==> src/rtl/alu_result_stage.sv <==
// alu_result_stage: registered per-lane ALU result select with NZP flag
// register and a valid/ready output stage.
// Optional feature macro: ALU_RESULT_STAGE_SKID_EN
//   defined   -> 2-entry skid buffer, InReady depends on occupancy only
//   undefined -> single output register, InReady = !OutValid || OutReady
module alu_result_stage #(
  parameter int WIDTH   = 8,
  parameter int THREADS = 4
) (
  input  logic                     clk,
  input  logic                     reset,
  input  logic                     InValid,
  output logic                     InReady,
  input  logic                     ALUOutputMux,
  input  logic [THREADS*WIDTH-1:0] ArithOut,
  input  logic [THREADS*3-1:0]     CmpOut,
  input  logic [THREADS-1:0]       ThreadMask,
  output logic                     OutValid,
  input  logic                     OutReady,
  output logic [THREADS*WIDTH-1:0] ALUOut,
  output logic [THREADS-1:0]       LaneMaskOut,
  output logic [THREADS*3-1:0]     NZP
);

  localparam int DW = THREADS * WIDTH;

  // Per-lane payload: arithmetic result, or the flags bit-reversed into the
  // low three bits (P at bit 2, N at bit 0); masked lanes carry zero.
  function automatic logic [DW-1:0] select_payload(
    input logic                 flag_mode,
    input logic [DW-1:0]        arith,
    input logic [THREADS*3-1:0] cmp,
    input logic [THREADS-1:0]   mask
  );
    logic [DW-1:0]    res;
    logic [WIDTH-1:0] lane;
    res = '0;
    for (int t = 0; t < THREADS; t++) begin
      lane = '0;
      if (!mask[t]) begin
        lane = '0;
      end else if (flag_mode) begin
        lane[2] = cmp[t*3 + 0];
        lane[1] = cmp[t*3 + 1];
        lane[0] = cmp[t*3 + 2];
      end else begin
        lane = arith[t*WIDTH +: WIDTH];
      end
      res[t*WIDTH +: WIDTH] = lane;
    end
    return res;
  endfunction

  logic [DW-1:0]        payload_s;
  logic                 in_ready_s;
  logic                 accept_s;
  logic                 drain_s;
  logic                 out_valid_r;
  logic [DW-1:0]        head_data_r;
  logic [THREADS-1:0]   head_mask_r;
  logic [THREADS*3-1:0] nzp_r;

`ifdef ALU_RESULT_STAGE_SKID_EN
  logic [1:0]           count_r;
  logic [DW-1:0]        skid_data_r;
  logic [THREADS-1:0]   skid_mask_r;

  // Ready depends on occupancy only, never on downstream ready.
  always_comb begin
    in_ready_s = 1'b0;
    if (reset) begin
      in_ready_s = 1'b0;
    end else begin
      in_ready_s = (count_r < 2'd2);
    end
  end

  // Two-entry FIFO: head register drives the outputs, skid holds the second bundle.
  always_ff @(posedge clk) begin
    if (reset) begin
      count_r     <= 2'd0;
      out_valid_r <= 1'b0;
      head_data_r <= '0;
      head_mask_r <= '0;
      skid_data_r <= '0;
      skid_mask_r <= '0;
    end else begin
      case ({accept_s, drain_s})
        2'b10: begin
          if (count_r == 2'd0) begin
            head_data_r <= payload_s;
            head_mask_r <= ThreadMask;
            out_valid_r <= 1'b1;
            count_r     <= 2'd1;
          end else begin
            skid_data_r <= payload_s;
            skid_mask_r <= ThreadMask;
            count_r     <= 2'd2;
          end
        end
        2'b01: begin
          if (count_r == 2'd2) begin
            head_data_r <= skid_data_r;
            head_mask_r <= skid_mask_r;
            count_r     <= 2'd1;
          end else begin
            out_valid_r <= 1'b0;
            count_r     <= 2'd0;
          end
        end
        // Only reachable at occupancy 1: the new bundle replaces the head.
        2'b11: begin
          head_data_r <= payload_s;
          head_mask_r <= ThreadMask;
        end
        default: begin
          count_r <= count_r;
        end
      endcase
    end
  end
`else
  // Single register: accept whenever the register is empty or draining now.
  always_comb begin
    in_ready_s = 1'b0;
    if (reset) begin
      in_ready_s = 1'b0;
    end else begin
      in_ready_s = !out_valid_r || OutReady;
    end
  end

  // Output register load on accept, invalidate on drain without refill.
  always_ff @(posedge clk) begin
    if (reset) begin
      out_valid_r <= 1'b0;
      head_data_r <= '0;
      head_mask_r <= '0;
    end else if (accept_s) begin
      out_valid_r <= 1'b1;
      head_data_r <= payload_s;
      head_mask_r <= ThreadMask;
    end else if (drain_s) begin
      out_valid_r <= 1'b0;
    end
  end
`endif

  // Handshake qualifiers and the payload of the bundle being offered.
  always_comb begin
    accept_s  = InValid && in_ready_s;
    drain_s   = out_valid_r && OutReady;
    payload_s = select_payload(ALUOutputMux, ArithOut, CmpOut, ThreadMask);
  end

  // NZP loads at the accept edge of flag-mode bundles, active lanes only.
  always_ff @(posedge clk) begin
    if (reset) begin
      nzp_r <= '0;
    end else begin
      for (int t = 0; t < THREADS; t++) begin
        if (accept_s && ALUOutputMux && ThreadMask[t]) begin
          nzp_r[t*3 +: 3] <= CmpOut[t*3 +: 3];
        end
      end
    end
  end

  assign InReady     = in_ready_s;
  assign OutValid    = out_valid_r;
  assign ALUOut      = head_data_r;
  assign LaneMaskOut = head_mask_r;
  assign NZP         = nzp_r;

endmodule

==> config.mk <==
export PLATFORM = sky130hd
export DESIGN_NAME = alu_result_stage
export DESIGN_NICKNAME = d
export VERILOG_FILES = /design/src/rtl/alu_result_stage.sv
export SDC_FILE = /design/constraint.sdc
export NUM_CORES = 1
export LEC_CHECK = 0
export CAP_MARGIN = 40
export CORE_AREA = 2 2 91 84
export CTS_CLUSTER_DIAMETER = 50
export DETAILED_ROUTE_END_ITERATION = 10
export DIE_AREA = 0 0 93 86
export PLACE_DENSITY = 0.62
export SLEW_MARGIN = 0
export SYNTH_ARGS = -nofsm -noshare
export SYNTH_HDL_FRONTEND = slang
export SYNTH_SLANG_ARGS = --single-unit
==> constraint.sdc <==
create_clock -name clk -period 1.4 [get_ports clk]
set_input_delay 0.21 -clock clk [delete_from_list [all_inputs] [get_ports clk]]
set_output_delay 0.21 -clock clk [all_outputs]
set_load 0.02 [all_outputs]
==> results_dict.tcl <==
set metrics [dict create \
    dr_wl_met3_um 348 \
    track_usage_pct 15.91 \
    met1Wirelength_um 2884 \
    critPathLaunch "reset" \
    p_per_area_nw_per_um2 834.6 \
    chipHeight_um 86 \
    setup_tns_ns 0 \
    grt-ovfl-total 0 \
    syn_area_um2 2066 \
    finalCritPeriodShare_pct 93.75 \
    post_cts_buffers 0 \
    gp_congestion 0.7786 \
    crit_path_end_kind "flop" \
    cap_violations 0 \
    first_pass_iters 4 \
    hold_viol 0 \
    rows 29 \
    drt_iter0_markers 75 \
    synth_top_area_share_pct 47.49 \
    slew_violations 0 \
    post_drt_wl_per_cell_um 15.09 \
    die_area_um2 7998 \
    synth_area_leader_cell "dfxtp_1" \
    layout-drive-gt1-share_pct 10.45 \
    status "finished, final reports clean" \
    wirelength_um 6457 \
    relSlewSlack_pct 74.11 \
    peakVddDrop_mv 0.3736 \
    vias 2150 \
    arrival_ns 1.54 \
    hold_start "ALUOut[2]" \
    core_area_um2 6967 \
    synth_area_per_cell_um2 9.222 \
    path_class "in2reg" \
    seq_area_frac_synth_pct 47.49 \
    yosysUniqueCellTypes 18 \
    area_growth_pct 62.81 \
    worstSetupStartpointType "input port" \
    grt_setup_unrepaired "no" \
    num-nets-final 387 \
    syn-num-nets 277 \
    required_ns 1.63 \
    dp_hpwl_um 4705 \
    postCtsHoldBufs 0 \
    grt_pass1_vias 2112 \
    clockBufferDepth 2 \
    grt_max_degree 38 \
    viasPerCell 5.023 \
    ant_nets 0 \
    setup_viol 0 \
    min_period_ns 1.313 \
    placed_cell_area_um2 3329 \
    hold_path_class "reg2reg" \
    final_cell_mix "clkdlybuf4s50_1 (52), dfxtp_1 (49), dlygate4sd2_1 (49)" \
    design_area_um2 3363 \
    ys_warn_count 0 \
    cts_max_level 2 \
    critPathMaxFanout 16 \
    final_common_cell "clkdlybuf4s50_1" \
    antenna_found_initial 0 \
    tightest_slew_ns 0.3883 \
    worst_clock_skew_ns 0.007292 \
    fill_cells 683 \
    start_util_pct 29.65 \
    timing.rr.start "OutValid" \
    clk_pin_slew_ns 0.09 \
    grt_pass1_wl_um 10070 \
    top_layer "met4" \
    synthTopCellsByArea "dfxtp_1 (47%), nand4_1 (9.7%), a21oi_1 (8.7%)" \
    synthCells 224 \
    ys_ff_latch 49 \
    clk_latency_ns 0.29 \
    cts.sinks 49 \
    cts_buffers 5 \
    die_w_um 93 \
    fmax_ghz 0.7619 \
    leakage_nw 1.416 \
    ioPinCount 103 \
    cts_tree "done" \
    portBuffers 102 \
    wl_met2_um 3147 \
    cts-root-buf "clkbuf_8" \
    route.detailed.drc 0 \
    insertedDiodeCount 0 \
]
-- metal layers --
metal  GRT usage (%)  vias up
li1                -     1068
met1           19.68     1010
met2           27.47       65
met3           3.866        7
met4           4.813        0
met5               0        -
-- what timing repair did --
action,in CTS,in global routing
resized for setup,53,3
cloned,0,1
endpoints found under the hold margin,0,0
setup endpoints to repair,50,12
-- worst max-delay path: stages --
cell and delay [ns]:
clkdlybuf4s50_1 0.48, buf_4 0.18, nor2b_4 0.15, buf_6 0.19
nand3_1 0.16, o2bb2ai_1 0.16
-- registers in the layout, indices dropped and copies added, names as in the netlist --
register and cells:
ALUOut 32, LaneMaskOut 4, NZP 12, OutValid 1
-- Yosys cell counts, drive strengths merged --
library cell / n
clkbuf: 3
nand4: 32
nor2b: 6
o31ai: 12
nand2: 4
nand3: 4
and2: 4
dfxtp: 49
buf: 20
mux2i: 12
nor2: 3
o21ai: 24
a21oi: 37
o2bb2ai: 12
nand2b: 2
-- stage by stage --
step / instances / worst slack, ns / hold slack [ns] / util (%) / power (mW)
CTS: 427 / 0.03833 / 0.4684 / 48.02 / 2.845
finish: 428 / 0.08750 / 0.4666 / 48.28 / 2.807
global placement: 419 / -0.3390 / 0.4548 / 47.79 / 2.069
global route: 428 / 0.01855 / 0.4825 / 48.28 / 2.944
floorplan: 224 / 0.06474 / 0.3307 / - / 1.723
detailed placement: 419 / -0.3355 / 0.4475 / 47.79 / 2.071
-- cell type report --
class                   count  area [um^2]  share of cell area, %
clock buffers               6        72.57                  2.158
clock inverters             2        10.01                 0.2976
multi-input cells         152        955.9                  28.42
flip-flops and latches     49        980.9                  29.17
well taps                  93        116.4                  3.460
repair buffers            126         1227                  36.50
-- report_power, final --
| part | leakage [nW] | internal, mW | switching (mW) |
|---|---|---|---|
| logic | 0.973 | 0.291 | 0.270 |
| clock network | 0.0450 | 0.347 | 0.447 |
| registers | 0.398 | 1.43 | 0.0198 |
| total | 1.42 | 2.07 | 0.737 |
-- kinds of logic after synthesis --
family | share of synthesized area [%]
buffers and inverters | 6.723
DFF | 47.49
muxes | 5.815
and+or+nand+nor | 15.57
AOI/OAI and AO/OA | 24.41
-- final timing paths --
path / end / slack (ns) / depth (start not counted)
hold / removal: ALUOut[2] / 0.47 / 1
hold reg to reg: ALUOut[2] / 0.47 / 1
setup / recovery: ALUOut[10] / 0.09 / 6
setup reg to reg: ALUOut[1] / 0.11 / 5
No activity file was read; power rests on OpenSTA's default activity.
